## config.mk

```make
export PLATFORM = sky130hd
export DESIGN_NAME = ahb_decode_ctrl
export DESIGN_NICKNAME = d
export VERILOG_FILES = /design/src/rtl/ahb_pkg.sv /design/src/rtl/ahb_addr_decode.sv /design/src/rtl/ahb_decode_ctrl.sv
export SDC_FILE = /design/constraint.sdc
export NUM_CORES = 1
export LEC_CHECK = 0
export BUFFER_PORTS_ARGS = -buffer_cell sky130_fd_sc_hd__buf_4
export CAP_MARGIN = 20
export CORE_AREA = 2 2 39 41
export CTS_BUF_LIST = sky130_fd_sc_hd__clkbuf_8
export DETAILED_ROUTE_END_ITERATION = 6
export DIE_AREA = 0 0 41 43
export GPL_TIMING_DRIVEN = 1
export PLACE_DENSITY_LB_ADDON = 0.3
export SLEW_MARGIN = 40
export SYNTH_ARGS = -nofsm -noshare
export SYNTH_HDL_FRONTEND = slang
export SYNTH_SLANG_ARGS = --single-unit
export TNS_END_PERCENT = 1
```

## constraint.sdc

```tcl
create_clock -name HCLK -period 4.9 [get_ports HCLK]
set_clock_uncertainty 0.1 [all_clocks]
set_input_delay 0.245 -clock HCLK [delete_from_list [all_inputs] [get_ports HCLK]]
set_output_delay 0.245 -clock HCLK [all_outputs]
set_load 0.01 [all_outputs]
```

## src/rtl/ahb_pkg.sv

```systemverilog
// Shared AHB-Lite encodings, data-phase state type and address-region slice constants.
// Imported by the decoder and the decode/response controller.
package ahb_pkg;

  localparam logic [1:0] HTRANS_IDLE   = 2'b00;
  localparam logic [1:0] HTRANS_BUSY   = 2'b01;
  localparam logic [1:0] HTRANS_NONSEQ = 2'b10;
  localparam logic [1:0] HTRANS_SEQ    = 2'b11;

  localparam logic HRESP_OKAY  = 1'b0;
  localparam logic HRESP_ERROR = 1'b1;

  localparam int REGION_MSB = 31;
  localparam int REGION_LSB = 28;
  localparam int REGION_W   = REGION_MSB - REGION_LSB + 1;

  typedef enum logic [1:0] {
    DP_IDLE = 2'd0,
    DP_SLV  = 2'd1,
    DP_ERR1 = 2'd2,
    DP_ERR2 = 2'd3
  } dp_state_e;

  // NONSEQ and SEQ both carry HTRANS[1] set; IDLE/BUSY never start a data phase.
  function automatic logic htrans_active(input logic [1:0] htrans);
    return htrans[1];
  endfunction

endpackage

```

## src/rtl/ahb_addr_decode.sv

```systemverilog
// Purpose: region field of HADDR -> one-hot slave select, binary index and hit flag.
// Latency: purely combinational, zero cycles.
// Backpressure: none; output follows the address every cycle regardless of HREADY.
module ahb_addr_decode
  import ahb_pkg::*;
#(
  parameter logic [REGION_W-1:0] REGION0 = 4'h0,
  parameter logic [REGION_W-1:0] REGION1 = 4'h1,
  parameter logic [REGION_W-1:0] REGION2 = 4'h2,
  parameter logic [REGION_W-1:0] REGION3 = 4'h3
) (
  input  logic [REGION_W-1:0] region,
  output logic [3:0]          hsel,
  output logic [1:0]          idx,
  output logic                hit
);

  logic [3:0] match;

  assign match = {region == REGION3, region == REGION2,
                  region == REGION1, region == REGION0};

  // Scan from the top down so the lowest matching index is the last one written.
  always_comb begin
    hsel = '0;
    idx  = '0;
    hit  = 1'b0;
    for (int i = 3; i >= 0; i--) begin
      if (match[i]) begin
        hsel    = '0;
        hsel[i] = 1'b1;
        idx     = 2'(i);
        hit     = 1'b1;
      end
    end
  end

endmodule

```

## src/rtl/ahb_decode_ctrl.sv

```systemverilog
// Purpose: AHB-Lite address decode, data-phase mux steering and default-slave ERROR response.
// Latency: HSEL combinational; MUX_SEL/state one cycle after an accepted address phase.
// Backpressure: slave HREADY_MUX stalls the data phase; optional AHB_DECODE_TIMEOUT_EN bounds stalls.
module ahb_decode_ctrl
  import ahb_pkg::*;
#(
  parameter logic [3:0] REGION0        = 4'h0,
  parameter logic [3:0] REGION1        = 4'h1,
  parameter logic [3:0] REGION2        = 4'h2,
  parameter logic [3:0] REGION3        = 4'h3,
  parameter int         TIMEOUT_CYCLES = 256
) (
  input  logic        HCLK,
  input  logic        HRESET,
  input  logic [31:0] HADDR,
  input  logic [1:0]  HTRANS,
  input  logic        HREADY_MUX,
  input  logic        HRESP_MUX,
  output logic [3:0]  HSEL,
  output logic [1:0]  MUX_SEL,
  output logic        HREADY,
  output logic        HRESP,
  output logic        TIMEOUT
);

  dp_state_e  state_q, state_d;
  logic [1:0] mux_sel_q, mux_sel_d;
  logic [1:0] dec_idx;
  logic       dec_hit;
  logic       hready_int;
  logic       hresp_int;
  logic       tmo_hit;
  logic       unused_addr;

  assign unused_addr = ^{HADDR[REGION_LSB-1:0], HTRANS[0]};

  ahb_addr_decode #(
    .REGION0 (REGION0),
    .REGION1 (REGION1),
    .REGION2 (REGION2),
    .REGION3 (REGION3)
  ) u_addr_decode (
    .region (HADDR[REGION_MSB:REGION_LSB]),
    .hsel   (HSEL),
    .idx    (dec_idx),
    .hit    (dec_hit)
  );

`ifdef AHB_DECODE_TIMEOUT_EN
  localparam int CNT_W = $clog2(TIMEOUT_CYCLES + 1);

  logic             stall;
  logic [CNT_W-1:0] stall_cnt_q;

  assign stall   = (state_q == DP_SLV) && !HREADY_MUX;
  // Fires on the stall cycle that brings the count to TIMEOUT_CYCLES.
  assign tmo_hit = stall && (stall_cnt_q == CNT_W'(TIMEOUT_CYCLES - 1));

  always_ff @(posedge HCLK) begin
    if (HRESET || !stall || tmo_hit) begin
      stall_cnt_q <= '0;
    end else begin
      stall_cnt_q <= stall_cnt_q + 1'b1;
    end
  end

  assign TIMEOUT = tmo_hit;
`else
  assign tmo_hit = 1'b0;
  assign TIMEOUT = 1'b0;
`endif

  // Response depends only on state and the slave mux, never on HADDR/HTRANS.
  always_comb begin
    hready_int = 1'b1;
    hresp_int  = HRESP_OKAY;
    case (state_q)
      DP_IDLE: begin
        hready_int = 1'b1;
        hresp_int  = HRESP_OKAY;
      end
      DP_SLV: begin
        hready_int = HREADY_MUX;
        hresp_int  = HRESP_MUX;
      end
      DP_ERR1: begin
        hready_int = 1'b0;
        hresp_int  = HRESP_ERROR;
      end
      DP_ERR2: begin
        hready_int = 1'b1;
        hresp_int  = HRESP_ERROR;
      end
      default: begin
        hready_int = 1'b1;
        hresp_int  = HRESP_OKAY;
      end
    endcase
  end

  always_comb begin
    state_d   = state_q;
    mux_sel_d = mux_sel_q;
    if (state_q == DP_ERR1) begin
      state_d = DP_ERR2;
    end else if (hready_int) begin
      if (!htrans_active(HTRANS)) begin
        state_d = DP_IDLE;
      end else if (dec_hit) begin
        state_d   = DP_SLV;
        mux_sel_d = dec_idx;
      end else begin
        state_d = DP_ERR1;
      end
    end
    if (tmo_hit) begin
      state_d = DP_ERR1;
    end
  end

  always_ff @(posedge HCLK) begin
    if (HRESET) begin
      state_q   <= DP_IDLE;
      mux_sel_q <= '0;
    end else begin
      state_q   <= state_d;
      mux_sel_q <= mux_sel_d;
    end
  end

  assign MUX_SEL = mux_sel_q;
  assign HREADY  = hready_int;
  assign HRESP   = hresp_int;

endmodule
```

==> parameters.txt, run 1 <==
Parameter                              Value

Clock network
  Clock edge transition at the registers on the reported setup and hold paths    roughly 0.030 ns
  Number of buffers added by the clock tree synthesis step    3
  H-tree depth    1
  Buffer depth of the longest clock path    2
  Clock latency of the later-clocked register in the worst-skew pair    between 0.2 and 0.25 ns
  Clock tree from TritonCTS    built
  CTS root buf    clkbuf_8
  # Post-CTS Setup Buffers    0
  Count of instances resized after the clock tree is built    0
  Number of clock sinks    4
  Number of buffers added to fix hold violations after cts    0

Detailed routing
  First-pass DRT Iterations    1
  Final ANT Viol Nets    0
  DRT iter0 DRCs    0
  Total vias in the final route    between 300 and 400
  Detail-routed via count per cell    between 4 and 5
  WL per Instance    roughly 9.6 um
  Number of DRC violations after detailed routing    0
  Aggregate routed wire length    approximately 690 um

Outcome
  Run status    finished clean

Floorplanning
  Placement Rows    14
  Width of the die    between 40 and 50 um
  Y dimension of the die    about 43 um
  CORE AREA    roughly 0.0014 mm2
  Initial core utilization    0.251
  Total I/O pin count    between 40 and 50
  Die outline area    roughly 0.0018 mm2

Synth
  Adder-Cell Fraction of Synth Area    0.180
  XOR/XNOR Fraction of Synth Area    0
  Mux share of post-synthesis cell area    0.0576
  Post-synthesis simple-gate area fraction    0.360
  Share of the synthesized area in compound gates (AO/OA/AOI/OAI)    0.108
  Cell type with the highest aggregate area in the netlist    dfxtp_1
  Number of flip-flops and latches in the synthesized netlist    4
  Cell count after synthesis    38
  Count of different cell masters after synthesis    22
  Synth area leaders    dfxtp_1, ha_1, nand2b_1
  Post-synthesis instance area    around 350 um2
  Average cell area after synthesis    ~9.2 um2
  Number of warning messages in the yosys log    0
  Sequential fraction of the synthesis area    0.230
  Combinational family with the most area after synthesis    simple AND/OR/NAND/NOR gates
  Synth top area share    0.230
  Syn nets    around 80

Worst setup path
  Worst setup path endpoint    HREADY
  Cell with the biggest individual delay on the critical path    dfxtp_1
  Worst setup slack for register-to-register paths    between 3 and 4 ns
  Startpoint Class    register
  Worst Path Class, Setup    register to output pin
  Biggest fanout along the worst timing path    5
  CP peak stage delay    ~0.38 ns
  Reg2Reg Depth    5
  CP startpoint    state_q[0]
  CP cell instances    inv_1 -> ha_1 -> nor2b_1 -> nor2_1 -> buf_4
  Crit path DAT    approximately 1.6 ns
  Destination of the worst register-to-register timing path    state_q[1]
  CP Capture Type    output pin
  Reg-to-Reg Start    state_q[0]
  Crit path required time    approximately 4.6 ns

Placement
  Final GP Congestion    0.610
  Total instance count after detailed placement    69
  IO Port Bufs    16
  Post-DP HPWL    562 um
  Worst setup slack after placement    roughly 3.1 ns

Timing
  Share of the clock period used by the worst path    0.395
  Final WS setup    between 2 and 3 ns
  Clock period minus worst slack    1.93 ns
  Max Clock Freq    between 0.5 and 0.6 GHz
  Pins Over Slew Limit    0
  Number of endpoints failing setup at the final stage    0
  Number of hold violations in the final report    0
  Setup repair after global routing missed its margin    no
  Total Negative Setup Slacks    0 ns

Global route
  Via count of the first global-routing pass    between 200 and 300
  Initial antenna violation count    0
  Gr ovfl total    0
  Global-route wire length before repair    around 1100 um
  Pin count of the biggest net entering global routing    7
  Total GRT Usage    0.0921

Job
  Max-cap violation count    0

Pwr
  VDD IR-drop max    approximately 0.000097 V
  Total power divided by cell area    ~420 mW/mm2
  Static power due to leakage    around 0.24 nW

Layout
  Antenna fix cells    0
  Final Net Count    a little over 100
  Most frequent standard cell in the layout excluding fill and tap cells    buf_4
  Proportion of layout cells with a drive suffix above 1    0.375
  Most frequent cells in the layout    buf_4, ha_1, dfxtp_1, nor2_1, nand2b_1
  Layout Cells excl Fill    72
  Area growth from synthesis to final layout    50.0%

Worst hold path
  Min-Delay Path Class    input port to register
[cell families (layout without fill, tap and decap cells)]
| kind of cell | count (synthesis) | count (layout) |
|---|---|---|
| mux | 2 | 2 |
| fa+ha+maj | 5 | 5 |
| buf+inv | 4 | 22 |
| flops | 4 | 4 |
| compound gates | 5 | 5 |
| other cells | 1 | 1 |
| simple gates | 17 | 17 |
[cell usage after synthesis]
master    n
nor4_4    1
mux2i_1   2
nor4b_1   1
buf_4     1
o21ai_0   1
nor2b_4   1
o211a_1   1
nand2b_1  4
a31oi_1   1
inv_1     3
a211oi_1  1
a311oi_1  1
nor2b_1   1
and3_1    1
nor2_1    4
nor4_1    1
conb_1    1
dfxtp_1   4
or4b_1    1
ha_1      5
or3b_1    1
nand2_1   1
[per-layer routing]
metal  global-route usage  share of wire  vias up
met4               0.0400              0        0
met5                    0              0        -
met1                0.127           0.50      143
li1                     -              -      167
met3               0.0157          0.048        0
met2                0.134           0.45        8
[metrics by stage]
step                hold WS (ns)  area [um2]   util  power, mW
floorplan                  0.214         348      -      0.115
global placement           0.348         480  0.347      0.151
detailed placement         0.344         480  0.347      0.150
CTS                        0.123         522  0.377      0.221
global route               0.135         522  0.377      0.238
finish                     0.127         522  0.377      0.218
[critical path, delay by kind of cell, from the launching register on]
| family | cells | cell delay [ns] |
|---|---|---|
| DFF | 1 | 0.38 |
| buffers and inverters | 2 | 0.25 |
| adders and majority gates | 1 | 0.27 |
| and+or+nand+nor | 2 | 0.48 |
[state kept, by name (all words and copies together) (netlist names)]
register,count
state_q,2
MUX_SEL,2
[layout make-up]
class / count / area (um2)
fill: 151 / 862
multi-input combinational: 30 / 249
timing repair buffer: 16 / 120
sequential: 4 / 80.1
clock buffer: 3 / 41.3
tap: 16 / 20.0
inverter: 3 / 11.3
[how the worst min path moves through the flow]
stage	from	to	slack (ns)	cells past startpoint
floorplan	HRESET	state_q[1]	0.21	1
global placement	HRESET	state_q[1]	0.35	2
detailed placement	HRESET	state_q[1]	0.34	2
CTS	HRESET	state_q[1]	0.12	2
global route	HRESET	state_q[1]	0.13	2
finish	HRESET	state_q[1]	0.13	2
[power by group]
part,total [mW],switching [mW],internal [mW],leakage [nW]
Sequential,0.0479,0.00745,0.0404,0.0328
Combinational,0.102,0.0531,0.0490,0.188
Clock,0.0677,0.0154,0.0522,0.0216
Total,0.218,0.0760,0.142,0.243
(Power assumes the default switching activity.)
==> inputs of run 2 (changes only) <==
==> constraint.sdc (replaced) <==
create_clock -name HCLK -period 1.65 [get_ports HCLK]
set_clock_uncertainty 0.1 [all_clocks]
set_input_delay 0.0825 -clock HCLK [delete_from_list [all_inputs] [get_ports HCLK]]
set_output_delay 0.0825 -clock HCLK [all_outputs]
set_load 0.01 [all_outputs]
==> parameters.txt, run 2 (synthesized netlist as in run 1, its figures left out) <==
Parameter                              Value

Timing
  Setup repair after global routing missed its margin    no
  Number of hold violations in the final report    0
  Number of endpoints failing setup at the final stage    0
  Max Clock Freq    between 0.6 and 0.7 GHz
  Share of the clock period used by the worst path    0.961
  Pins Over Slew Limit    0
  Clock period minus worst slack    1.59 ns
  Total Negative Setup Slacks    0 ns
  Hold Slack    0.0705 ns

Pwr
  VDD IR-drop max    0.000466 V
  Static power due to leakage    about 0.27 nW
  Total power divided by cell area    around 1300 mW/mm2

Floorplanning
  CORE AREA    0.00138 mm2
  Die outline area    roughly 0.0018 mm2
  Placement Rows    14
  Width of the die    41 um
  Initial core utilization    0.251
  Y dimension of the die    43 um
  Total I/O pin count    47

Global route
  Via count of the first global-routing pass    around 320
  Global-route wire length before repair    between 1000 and 1500 um
  Total GRT Usage    0.0952
  Initial antenna violation count    0
  Gr ovfl total    0
  Pin count of the biggest net entering global routing    7

Placement
  IO Port Bufs    16
  Final GP Congestion    between 0.7 and 0.8
  Post-DP HPWL    a little over 600 um
  Total instance count after detailed placement    73

Clock network
  Clock tree from TritonCTS    built
  Number of clock sinks    4
  Clock edge transition at the registers on the reported setup and hold paths    approximately 0.030 ns
  H-tree depth    1
  Clock latency of the later-clocked register in the worst-skew pair    roughly 0.21 ns
  Number of buffers added by the clock tree synthesis step    3
  Buffer depth of the longest clock path    2
  CTS root buf    clkbuf_8

Worst setup path
  Crit path DAT    roughly 1.6 ns
  Worst setup slack for register-to-register paths    0.06 ns
  Cell with the biggest individual delay on the critical path    or4b_1
  Biggest fanout along the worst timing path    4
  CP peak stage delay    ~0.5 ns
  CP cell instances    inv_2 -> ha_4 -> nor2b_4 -> or4b_1 -> a31oi_1
  Crit path required time    roughly 1.7 ns
  CP Capture Type    register
  Startpoint Class    register
  Worst Path Class, Setup    register to register

Worst hold path
  Min-Delay Path Class    input port to register

Layout
  Antenna fix cells    0
  Proportion of layout cells with a drive suffix above 1    0.525
  Layout Cells excl Fill    slightly below 80
  Final Net Count    106
  Most frequent cells in the layout    buf_4, nor2_1, nand2b_1, ha_1, clkbuf_8
  Area growth from synthesis to final layout    69.4%
  Most frequent standard cell in the layout excluding fill and tap cells    buf_4

Detailed routing
  WL per Instance    roughly 9.5 um
  Final ANT Viol Nets    0
  Aggregate routed wire length    between 700 and 800 um
  Number of DRC violations after detailed routing    0
  Detail-routed via count per cell    between 4 and 5
  Total vias in the final route    340
  First-pass DRT Iterations    4
  DRT iter0 DRCs    7

Outcome
  Run status    finished clean

Job
  Max-cap violation count    0
-- run 2: cell types whose count changed in the layout (fill, tap and decap cells not counted), sizes merged --
| cell | previous run | this run |
|---|---|---|
| dlygate4sd3 | 0 | 1 |
| buf | 16 | 20 |
-- run 2: metrics by stage --
step / util / instance area [um2] / total power, mW / setup slack (ns)
after floorplan: - / 352 / 0.351 / 0.0303
after global placement: 0.372 / 514 / 0.518 / 0.0185
after detailed placement: 0.372 / 514 / 0.518 / -0.00888
after CTS: 0.409 / 566 / 0.724 / 0.0264
after global routing: 0.426 / 589 / 0.834 / 0.00479
final: 0.426 / 589 / 0.761 / 0.0636
-- run 2: layer usage --
layer  GRT usage  vias up  share of wire
li1            -      179              -
met1       0.115      151           0.42
met2       0.156       10           0.51
met3      0.0314        0          0.067
met4      0.0200        0              0
met5           0        -              0
-- run 2: report_power, final --
| group | leakage [nW] | internal, mW | total, mW | switching [mW] |
|---|---|---|---|---|
| registers | 0.0334 | 0.124 | 0.140 | 0.0158 |
| clock network | 0.0216 | 0.155 | 0.197 | 0.0427 |
| logic | 0.217 | 0.230 | 0.424 | 0.194 |
-- run 2: final timing paths --
kind	endpoint	cells past startpoint	start
hold reg to reg	MUX_SEL[0]	2	MUX_SEL[0]
hold / removal	MUX_SEL[0]	3	HADDR[28]
setup reg to reg	state_q[1]	5	state_q[1]
setup / recovery	state_q[1]	5	state_q[1]
-- run 2: final cells by class --
type                       count  area (um2)
clock buffer                   3        41.3
multi-input combinational     30         274
inverter                       3        11.3
sequential                     4        82.6
timing repair buffer          21         160
tap                           16        20.0
fill                         159         795
-- run 2: worst max-delay path, delay by kind of cell (launching register included) --
family	cells	cell delay [ns]
AO/OA/AOI/OAI	1	0.18
adder cells (fa/ha/maj)	1	0.22
buffers and inverters	1	0.05
flip-flops	1	0.32
AND/OR/NAND/NOR	2	0.63
-- run 2: what timing repair did --
action,CTS,global route
hold buffers,1,0
resized for setup,0,6
setup endpoints to repair,3,4
hold endpoints to repair,2,0
setup buffers,0,0
pin swaps,2,3
==> inputs of run 3 (changes only) <==
--- a/config.mk
+++ b/config.mk
@@ -12,9 +12,10 @@
 export DETAILED_ROUTE_END_ITERATION = 6
 export DIE_AREA = 0 0 41 43
 export GPL_TIMING_DRIVEN = 1
-export PLACE_DENSITY_LB_ADDON = 0.3
+export PLACE_DENSITY = 0.73
 export SLEW_MARGIN = 40
 export SYNTH_ARGS = -nofsm -noshare
 export SYNTH_HDL_FRONTEND = slang
+export SYNTH_HIERARCHICAL = 1
 export SYNTH_SLANG_ARGS = --single-unit
 export TNS_END_PERCENT = 1
==> parameters.txt, run 3 <==
Parameter                              Value

Outcome
  Run status    finished clean

Floorplanning
  Die outline area    around 0.0018 mm2
  Placement Rows    14
  Width of the die    41 um
  Initial core utilization    0.257
  Y dimension of the die    ~43 um
  CORE AREA    roughly 0.0014 mm2
  Total I/O pin count    47

Detailed routing
  Total met3 wirelength after detailed routing    about 73 um
  DRT iter0 DRCs    4
  Routed met1 length    about 320 um
  WL per Instance    around 10 um
  First-pass DRT Iterations    4
  DR top layer    met3
  Number of DRC violations after detailed routing    0
  Final ANT Viol Nets    0
  Total vias in the final route    about 360
  Detail-routed via count per cell    4.55
  Met2 routed WL    roughly 420 um
  Aggregate routed wire length    814 um

Worst setup path
  Biggest fanout along the worst timing path    4
  Destination of the worst register-to-register timing path    state_q[1]
  Reg-to-Reg Start    state_q[0]
  Worst Path Class, Setup    register to register
  Worst setup slack for register-to-register paths    0.06 ns
  Crit path DAT    1.62 ns
  Startpoint Class    register
  Crit path required time    between 1.5 and 2 ns
  Reg2Reg Depth    5
  CP Capture Type    register

Pwr
  Total power divided by cell area    about 1100 mW/mm2
  Static power due to leakage    0.251 nW
  VDD IR-drop max    about 0.00032 V

Synth
  Count of different cell masters after synthesis    21
  Average cell area after synthesis    8.88 um2
  Sequential fraction of the synthesis area    0.225
  Cell with the most instances after synthesis    ha_1
  Post-synth top cells    ha_1, dfxtp_1, nand2b_1, inv_1, nor2_1
  Syn nets    between 80 and 90
  Post-synthesis instance area    around 360 um2
  Number of enable-type register cells in the synthesized netlist    0
  Number of flip-flops and latches in the synthesized netlist    4
  Cell count after synthesis    40
  Cell type with the highest aggregate area in the netlist    dfxtp_1
  Top flip-flop cell by instance count after synthesis    dfxtp_1
  Synth area leaders    dfxtp_1, ha_1, nand2b_1
  Synth top area share    0.225
  Number of warning messages in the yosys log    6
  Share of flip-flops with an asynchronous set or reset    0

Global route
  Gr ovfl total    0
  Total GRT Usage    0.0984
  Pin count of the biggest net entering global routing    8
  Global-route wire length before repair    roughly 1200 um
  Initial antenna violation count    0
  Via count of the first global-routing pass    around 320

Layout
  Antenna fix cells    0
  Proportion of layout cells with a drive suffix above 1    0.484
  Area growth from synthesis to final layout    64.4%
  Layout Cells excl Fill    78
  Most frequent cells in the layout    buf_4, nand2b_1, ha_1
  Most frequent standard cell in the layout excluding fill and tap cells    buf_4
  Final Net Count    between 100 and 150
  Finished Core Util    0.422

Timing
  Pins Over Slew Limit    0
  Hold Slack    about 0.11 ns
  Number of endpoints failing setup at the final stage    0
  Max Clock Freq    about 0.63 GHz
  Number of hold violations in the final report    0
  Clock period minus worst slack    approximately 1.6 ns
  Share of the clock period used by the worst path    0.961

Worst hold path
  Min-Delay Path Class    input port to register
  Terminating pin of the worst hold path    MUX_SEL[0]
  Min-Delay Startpoint    HADDR[31]
  Number of cells on the worst hold path    4

Clock network
  Clock edge transition at the registers on the reported setup and hold paths    about 0.03 ns
  Clock latency of the later-clocked register in the worst-skew pair    roughly 0.22 ns
  Number of clock sinks    4
  Buffer depth of the longest clock path    2
  Clock tree from TritonCTS    built
  CTS root buf    clkbuf_8
  Number of buffers added by the clock tree synthesis step    3
  H-tree depth    1
  # Post-CTS Setup Buffers    0

Job
  Max-cap violation count    0

Placement
  IO Port Bufs    16
  Final GP Congestion    between 0.6 and 0.7
  Total instance count after detailed placement    between 70 and 80
run 3: changes by cell type after synthesis, sizes merged:
cell / before / now
a311oi: 1 / 0
a31oi: 1 / 2
and3: 1 / 0
and4bb: 0 / 1
nor2: 4 / 3
nor3b: 0 / 2
nor4b: 1 / 2
o211a: 1 / 0
o21ai: 1 / 2
or3: 0 / 1
or3b: 1 / 0
run 3: where the power goes:
part | internal (mW) | total (mW) | switching, mW | leakage (nW)
Sequential | 0.116 | 0.126 | 0.00989 | 0.0333
Clock | 0.156 | 0.206 | 0.0502 | 0.0216
Combinational | 0.162 | 0.303 | 0.141 | 0.196
Total | 0.434 | 0.635 | 0.201 | 0.251
run 3: logic make-up (layout without fill, tap and decap cells):
group,count (synthesis),count (layout),synth area share
buf+inv,4,26,0.0528
mux,2,2,0.0563
fa+ha+maj,5,5,0.176
other cells,1,1,0.0106
simple gates,19,19,0.394
compound gates,5,5,0.0845
flops,4,4,0.225
run 3: how the worst max path moves through the flow:
stage,from,end,slack (ns),cells after the start
2_1_floorplan,state_q[0],state_q[1],0.001,5
3_3_place_gp,state_q[1],state_q[1],0.04,5
3_5_place_dp,state_q[1],state_q[1],0.02,5
6_report,state_q[0],state_q[1],0.06,5
4_1_cts,state_q[1],state_q[1],0.002,5
5_1_grt,state_q[0],state_q[1],-0.01,5
run 3: repair_timing:
action / CTS / global route
hold buffers: 1 / 0
hold endpoints to repair: 2 / 0
pin swaps: 0 / 1
resized for setup: 1 / 6
endpoints found under the setup margin: 2 / 2
run 3: routing by layer:
layer	vias to the layer above	track usage
met5	-	0
met4	0	0.0800
met3	0	0.0157
met2	15	0.138
met1	155	0.125
li1	185	-
run 3: critical path, stage by stage (launching register included):
cell and delay, ns:
dfxtp_2 0.32, inv_1 0.06, ha_1 0.29, nor2b_4 0.14, or4b_1 0.47, a31oi_1 0.13
run 3: layout make-up:
| type | instances | area [um2] |
|---|---|---|
| multi-input combinational | 32 | 277 |
| clock buffer | 3 | 41.3 |
| inverter | 3 | 11.3 |
| timing repair buffer | 20 | 153 |
| tap | 16 | 20.0 |
| sequential | 4 | 82.6 |
| fill | 143 | 800 |
run 3: per-stage QoR:
step	cell area, um2	setup WS (ns)	setup TNS [ns]	power (mW)
3_3_place_gp	510	0.0351	0	0.382
4_1_cts	564	0.00248	0	0.601
5_1_grt	584	-0.0104	-0.0104	0.675
3_5_place_dp	510	0.0155	0	0.386
2_1_floorplan	355	0.00142	0	0.264
6_report	584	0.0645	0	0.635
